[config.mk]
export PLATFORM = sky130hd
export DESIGN_NAME = xor16_descrambler
export DESIGN_NICKNAME = d
export VERILOG_FILES = /design/src/rtl/xor16_descrambler.sv
export SDC_FILE = /design/constraint.sdc
export NUM_CORES = 1
export LEC_CHECK = 0
export CAP_MARGIN = 20
export CORE_UTILIZATION = 45
export DETAILED_ROUTE_END_ITERATION = 8
export DONT_BUFFER_PORTS = 1
export MAX_ROUTING_LAYER = met4
export PLACE_DENSITY = 0.65
export SLEW_MARGIN = 20
export SYNTH_ARGS = -nofsm -noshare
export SYNTH_HDL_FRONTEND = slang
export SYNTH_SLANG_ARGS = --single-unit
export TNS_END_PERCENT = 20
[constraint.sdc]
create_clock -name clk -period 3.3 [get_ports clk]
set_input_delay 0.99 -clock clk [delete_from_list [all_inputs] [get_ports clk]]
set_output_delay 0.99 -clock clk [all_outputs]
set_load 0.01 [all_outputs]
[src/rtl/xor16_descrambler.sv]
// xor16_descrambler
// Receive-side descrambler for a 16-bit XOR stream scrambler. Each accepted
// word is XORed with a 16-bit Fibonacci LFSR keystream. The keystream advances
// only when a word is accepted, so backpressure never desynchronises it from the
// transmit side. A single registered output stage sits behind a valid/ready
// handshake. When the consumer holds out_ready high, the block passes one word
// per cycle.
module xor16_descrambler #(
    parameter int                 WIDTH    = 16,
    parameter logic [WIDTH-1:0]   ZERO_SUB = 16'hACE1
) (
    input  logic              clk,
    input  logic              reset,
    input  logic              seed_load,
    input  logic [WIDTH-1:0]  seed,
    input  logic              in_valid,
    output logic              in_ready,
    input  logic [WIDTH-1:0]  in_data,
    output logic              out_valid,
    input  logic              out_ready,
    output logic [WIDTH-1:0]  out_data,
    output logic              locked,
    output logic [WIDTH-1:0]  word_count
);

    typedef enum logic {
        ST_IDLE = 1'b0,
        ST_RUN  = 1'b1
    } mode_t;

    // One Fibonacci LFSR step with taps 16,14,13,11. These taps give a
    // maximal-length sequence, so a non-zero state never reaches zero.
    function automatic logic [15:0] lfsr_step(input logic [15:0] s);
        logic fb;
        fb = s[15] ^ s[13] ^ s[12] ^ s[10];
        return {s[14:0], fb};
    endfunction

    // A zero seed would lock the LFSR at zero, so it is replaced by ZERO_SUB.
    function automatic logic [15:0] seed_fix(input logic [15:0] s);
        return (s == 16'h0000) ? ZERO_SUB : s;
    endfunction

    mode_t             r_mode;
    mode_t             w_mode_next;
    logic [WIDTH-1:0]  r_lfsr;
    logic [WIDTH-1:0]  r_out_data;
    logic              r_out_valid;
    logic [WIDTH-1:0]  r_word_count;
    logic              w_in_ready;
    logic              w_accept;
    logic              w_drain;

    // Handshake decode. Accept needs a seeded block, no reseed in this cycle,
    // and either an empty output stage or one that drains in this cycle.
    always_comb begin
        w_in_ready = 1'b0;
        w_accept   = 1'b0;
        w_drain    = 1'b0;
        if (r_mode == ST_RUN) begin
            w_in_ready = ~seed_load & (~r_out_valid | out_ready);
        end else begin
            w_in_ready = 1'b0;
        end
        w_accept = in_valid & w_in_ready;
        w_drain  = r_out_valid & out_ready;
    end

    // Next mode. A seed load always leads to RUN. Reset back to IDLE is
    // handled in the state register.
    always_comb begin
        w_mode_next = r_mode;
        case (r_mode)
            ST_IDLE: begin
                if (seed_load) begin
                    w_mode_next = ST_RUN;
                end else begin
                    w_mode_next = ST_IDLE;
                end
            end
            ST_RUN: begin
                w_mode_next = ST_RUN;
            end
            default: begin
                w_mode_next = ST_IDLE;
            end
        endcase
    end

    // Mode register with synchronous reset.
    always_ff @(posedge clk) begin
        if (reset) begin
            r_mode <= ST_IDLE;
        end else begin
            r_mode <= w_mode_next;
        end
    end

    // Keystream, output stage and word counter. A seed load overrides any
    // accept or drain in the same cycle and flushes the held word.
    always_ff @(posedge clk) begin
        if (reset) begin
            r_lfsr       <= 16'h0000;
            r_out_data   <= 16'h0000;
            r_out_valid  <= 1'b0;
            r_word_count <= 16'h0000;
        end else if (seed_load) begin
            r_lfsr       <= seed_fix(seed);
            r_out_valid  <= 1'b0;
            r_word_count <= 16'h0000;
        end else if (w_accept) begin
            r_out_data   <= in_data ^ r_lfsr;
            r_out_valid  <= 1'b1;
            r_lfsr       <= lfsr_step(r_lfsr);
            r_word_count <= r_word_count + 16'd1;
        end else if (w_drain) begin
            r_out_valid  <= 1'b0;
        end else begin
            r_out_valid  <= r_out_valid;
        end
    end

    assign in_ready   = w_in_ready;
    assign out_valid  = r_out_valid;
    assign out_data   = r_out_data;
    assign locked     = (r_mode == ST_RUN);
    assign word_count = r_word_count;

endmodule

==> impl_metrics.toml, run 1 <==
[clock_network]
cts_tree = "built"
clock_latency_ns = 0.30
clock-root-buffer = "clkbuf_8"
htreeDepth = 2
cts_sinks = 50
cts_resized = 0
cts-buffers-inserted = 5
postCtsSetupBuffers = 0
clockBufferDepth = 2
path_clk_slew_ns = 0.09
hold_buffers = 0

[detailed_routing]
detail-route-antenna-nets = 0
detail_route.wl_per_cell_microns = 15.1
num_vias = 1866
drt-initial-drc-count = 97
drc = 0
routed_wl_microns = 4930
vias_per_cell = 5.71
dr.pass1.iters = 4

[floorplan]
fp.dieH_microns = 73.5
die_area_sq_mm = 0.00540
io_pins = 72
core_sq_mm = 0.00482
rows = 25
die_w_microns = 73.5
start_util = 0.477

[finish]
fillers = 513
syn2layout_area_growth_pct = 4.35
drive_above_1_share = 0.0423
fin_nets = 297
insertedDiodeCount = 0
instances_no_fill = 327

[critical_path]
path_buf_inv = 0
slowest_stage = "nor2b_1"
worstSetupStartpointType = "input port"
slowest_delay_ns = 0.45
critPathArrivalTime_ns = 1.63
critPathKind = "in2out"
path_max_fanout = 11
critPathTopFamily = "simple AND/OR/NAND/NOR gates"
crit_required_ns = 2.31
worstSetupEndpointType = "primary output"
path_cells = "nor2b_1, nor2_1"

[grt]
grt_pass1_wl_microns = 7960
antenna_found_initial = 0
grtUsageTotal = 0.200
grt_max_degree = 36
grt_remaining_overflow = 0
grt_pass1_vias = 1724

[power]
p_leak_nw = 0.950
pwr-share-seq = 0.591
sw_frac_of_total = 0.242
vdd_drop_max_mv = 0.289
p_int_w = 0.000835
power_switching_w = 0.000267
pwr-share-clk = 0.332
p_per_area_mw_per_mm2 = 459
pwr-share-comb = 0.077

[hold_path]
hold_class = "reg2reg"

[placed_design]
dpl.hpwl_microns = 3470
portBuffers = 0
place_inst = 319
gp_congestion = 0.736

[sta]
slew_viol_final = 0
setup_viol = 0
fmax_mhz = 382
hold_violations = 0
fin_crit_ns = 2.62
finClkSkew_ns = 0.00469
tns_ns = 0
rsz0062_at_grt = "no"
period_share = 0.794
worstMarginPinSlew_ns = 1.04
relSlewSlack = 0.307

[logic_synthesis]
ys_ff_latch = 50
synth.yosys.warnings = 0
synth_cell_types = 33
ys_seq_area_frac = 0.435
synthCells = 268
synth_edf_count = 0
synth_flop_cell = "dfxtp_1"
syn_avg_cell_area_sq_um = 8.58
syn_area_sq_mm = 0.00230
syn-num-nets = 306
synthArstFlopShare = 0

[flow_run]
cap_violations = 0

[outcome]
outcome = "finished clean"
-- power groups by stage --
stage / sequential, W / combinational, W / clock (W)
finish: 0.000652 / 0.0000852 / 0.000366
global route: 0.000655 / 0.0000976 / 0.000405
CTS: 0.000653 / 0.0000855 / 0.000385
detailed placement: 0.000667 / 0.0000853 / 0
global placement: 0.000666 / 0.0000835 / 0
floorplan: 0.000659 / 0.0000824 / 0
-- synthesized netlist by cell type (all sizes together), types with 4 or more instances --
library cell,instances,area share
buf,6,0.018
xor2,18,0.069
dfxtp,50,0.44
or3,7,0.020
a21oi,7,0.015
nor4,11,0.030
nand2,36,0.059
clkbuf,11,0.018
a311oi,15,0.057
mux2i,17,0.074
o21ai,6,0.013
xnor2,7,0.027
nor2,48,0.078
nand3,7,0.015
nand4,4,0.011
-- stage by stage --
stage	power, W	utilization	cell area [sq um]	worst slack [ns]	hold WS [ns]
global route	0.00116	0.498	2400	0.559	0.527
global placement	0.000750	0.479	2310	0.728	0.496
CTS	0.00112	0.498	2400	0.680	0.514
detailed placement	0.000752	0.479	2310	0.678	0.501
finish	0.00110	0.498	2400	0.679	0.506
floorplan	0.000742	-	2300	0.890	0.479
-- per-layer routing --
| layer | GRT usage | up-vias | share of wire |
|---|---|---|---|
| met5 | - | - | 0 |
| met4 | 0.0705 | 0 | 0.013 |
| met3 | 0.0535 | 5 | 0.074 |
| met2 | 0.318 | 68 | 0.46 |
| met1 | 0.243 | 869 | 0.46 |
| li1 | - | 924 | - |
-- final timing paths --
path	startpoint	to	slack [ns]	cells after the start
setup / recovery	out_ready	in_ready	0.68	2
hold / removal	r_lfsr[7]	r_lfsr[8]	0.51	2
setup reg to reg	locked	r_lfsr[13]	1.27	4
hold reg to reg	r_lfsr[7]	r_lfsr[8]	0.51	2
-- flip-flops by register name, summed over array words and instances (netlist names) --
register / flops
locked: 1
out_data: 16
word_count: 16
r_lfsr: 16
out_valid: 1
-- cell families after synthesis --
logic type,count (synthesis),share of synthesized area
XOR/XNOR,25,0.0952
buffers and inverters,19,0.0392
flip-flops,50,0.435
AO/OA/AOI/OAI,34,0.108
AND/OR/NAND/NOR,122,0.243
multiplexers,17,0.0740
adder cells (fa/ha/maj),1,0.00544
-- layout make-up --
class                      instances  area (sq um)  share of cell area
multi-input combinational        199          1210               0.504
sequential                        50          1000               0.417
tap                               67          83.8              0.0349
clock inverter                     1          5.00             0.00209
timing repair buffer               1          7.51             0.00313
clock buffer                       7          86.3              0.0360
inverter                           2          7.51             0.00313
-- layout by cell type (no fill, tap or decap), drive strengths merged --
cell type	synthesis	final
ha	1	1
nand2	36	36
clkinv	0	1
nand4	4	4
a41o	2	2
nor3	1	1
nand2b	2	2
o21a	1	1
nor2b	1	1
nor4	11	11
buf	6	1
or2	1	1
dfxtp	50	50
o31a	1	1
mux2i	17	17
a21oi	7	7
nor2	48	48
o21ai	6	6
and4	1	1
clkbuf	11	7
or3	7	7
or4	2	2
o311ai	1	1
nor4b	1	1
a311oi	15	15
xnor2	7	7
xor2	18	18
a31oi	1	1
nand3	7	7
inv	2	2
No activity file was read; power rests on OpenSTA's default activity.
==> run 2, diff against run 1 <==
==> constraint.sdc (replaced) <==
create_clock -name clk -period 2.6 [get_ports clk]
set_input_delay 0.78 -clock clk [delete_from_list [all_inputs] [get_ports clk]]
set_output_delay 0.78 -clock clk [all_outputs]
set_load 0.01 [all_outputs]
==> run 2 against run 1 <==
Sequential power increased by 27%. First-iteration DRC count shrank 7.2%. Via count fell by 1.0%. Critical path type is now reg2out. Critical path depth unchanged. Clock-buffer cell count unchanged. Non-clock buffer count grew 2.
==> impl_metrics.toml, run 2 (same netlist as run 1, synthesis figures left out) <==
[outcome]
outcome = "finished clean"

[sta]
fmax_mhz = 452
slew_viol_final = 0
period_share = 0.851
fin_crit_ns = 2.21
fin_hold_ws_ns = 0.507
finClkSkew_ns = 0.00672
setup_viol = 0
worstMarginPinSlew_ns = 1.03
rsz0062_at_grt = "no"
tns_ns = 0
hold_violations = 0
relSlewSlack = 0.309

[finish]
instances_no_fill = 329
layout.cells.most_common_list = "dfxtp_1 (50), nor2_1 (48), nand2_1 (36), xor2_1 (18), mux2i_1 (17)"
syn2layout_area_growth_pct = 5.01
fillers = 499
insertedDiodeCount = 0
drive_above_1_share = 0.0496
fin_nets = 299
layout_commonest_cell = "dfxtp_1"
seqCellArea_sq_mm = 0.00100
multi_input_area_sq_mm = 0.00121

[detailed_routing]
routed_wl_microns = 4860
drc = 0
detail-route-antenna-nets = 0
vias_per_cell = 5.61
detail_route.wl_per_cell_microns = 14.8
drt-initial-drc-count = 90
dr.pass1.iters = 4
num_vias = 1847

[clock_network]
cts_sinks = 50
cts_resized = 0
path_clk_slew_ns = 0.09
clockBufferDepth = 2
cts_tree = "built"
cts-buffers-inserted = 5
clock-root-buffer = "clkbuf_8"
hold_buffers = 0
clock_latency_ns = 0.30
htreeDepth = 2
postCtsSetupBuffers = 0

[grt]
antenna_found_initial = 0
grt_pass1_wl_microns = 7850
grt_remaining_overflow = 0
grtUsageTotal = 0.198
grt_max_degree = 36
grt_pass1_vias = 1723

[power]
p_per_area_mw_per_mm2 = 577
vdd_drop_max_mv = 0.254
total_power_w = 0.00139
pwr-share-seq = 0.594
sw_frac_of_total = 0.238
p_int_w = 0.00106
p_leak_nw = 0.958
power_switching_w = 0.000331
pwr-share-comb = 0.079
pwr-share-clk = 0.327

[critical_path]
worstSetupStartpointType = "register"
critPathArrivalTime_ns = 1.43
slowest_delay_ns = 0.53
crit_required_ns = 1.82
path_cells = "nor2b_1, nor2_1"
worstSetupEndpointType = "primary output"
critPathKind = "reg2out"
path_max_fanout = 11
critPathTopFamily = "simple AND/OR/NAND/NOR gates"
path_buf_inv = 0
slowest_stage = "nor2b_1"

[flow_run]
cap_violations = 0

[placed_design]
gp_congestion = 0.801
dpl.hpwl_microns = 3490
portBuffers = 0
place_inst = 321

[floorplan]
io_pins = 72
rows = 25
core_sq_mm = 0.00482
die_w_microns = 73.5
die_area_sq_mm = 0.00540
fp.dieH_microns = 73.5
start_util = 0.477

[hold_path]
hold_class = "reg2reg"
## run 2: routing by layer
layer  share of wire  routed length, microns  global-route usage  up-vias
met4          0.0074                      36              0.0577        0
met5               0                       0                   -        -
met3           0.081                     391              0.0617        4
met1            0.47                    2270               0.238      849
li1                -                       -                   -      928
met2            0.44                    2160               0.319       66
## run 2: power by group through the flow
stage	logic, W	clock network (W)	registers [W]
after global routing	0.000124	0.000507	0.000832
after CTS	0.000110	0.000475	0.000828
after global placement	0.000107	0	0.000846
after detailed placement	0.000110	0	0.000846
final	0.000110	0.000455	0.000827
after floorplan	0.000105	0	0.000837
## run 2: stage by stage
| stage | instance area, sq um | util | setup WS (ns) |
|---|---|---|---|
| 4_1_cts | 2410 | 0.501 | 0.394 |
| 6_report | 2410 | 0.501 | 0.387 |
| 5_1_grt | 2410 | 0.501 | 0.229 |
| 2_1_floorplan | 2300 | - | 0.404 |
| 3_3_place_gp | 2320 | 0.482 | 0.381 |
| 3_5_place_dp | 2320 | 0.482 | 0.372 |
## run 2: path summary, 6_finish.rpt
check / startpoint / endpoint / slack, ns / depth (start not counted)
setup / recovery: out_valid / in_ready / 0.39 / 2
hold / removal: r_lfsr[2] / r_lfsr[3] / 0.51 / 2
setup reg to reg: locked / r_lfsr[8] / 0.59 / 4
hold reg to reg: r_lfsr[2] / r_lfsr[3] / 0.51 / 2
## run 2: layout make-up
| type | instances | share of cell area |
|---|---|---|
| flip-flops and latches | 50 | 0.415 |
| inverters | 2 | 0.00311 |
| clock inverters | 1 | 0.00207 |
| multi-input cells | 199 | 0.501 |
| well taps | 67 | 0.0347 |
| repair buffers | 3 | 0.00933 |
| clock buffers | 7 | 0.0358 |
## run 2: worst min-delay path, stage by stage, from the launching register on
cell and delay (ns):
dfxtp_1 0.34, nand2_1 0.06, a311oi_1 0.07
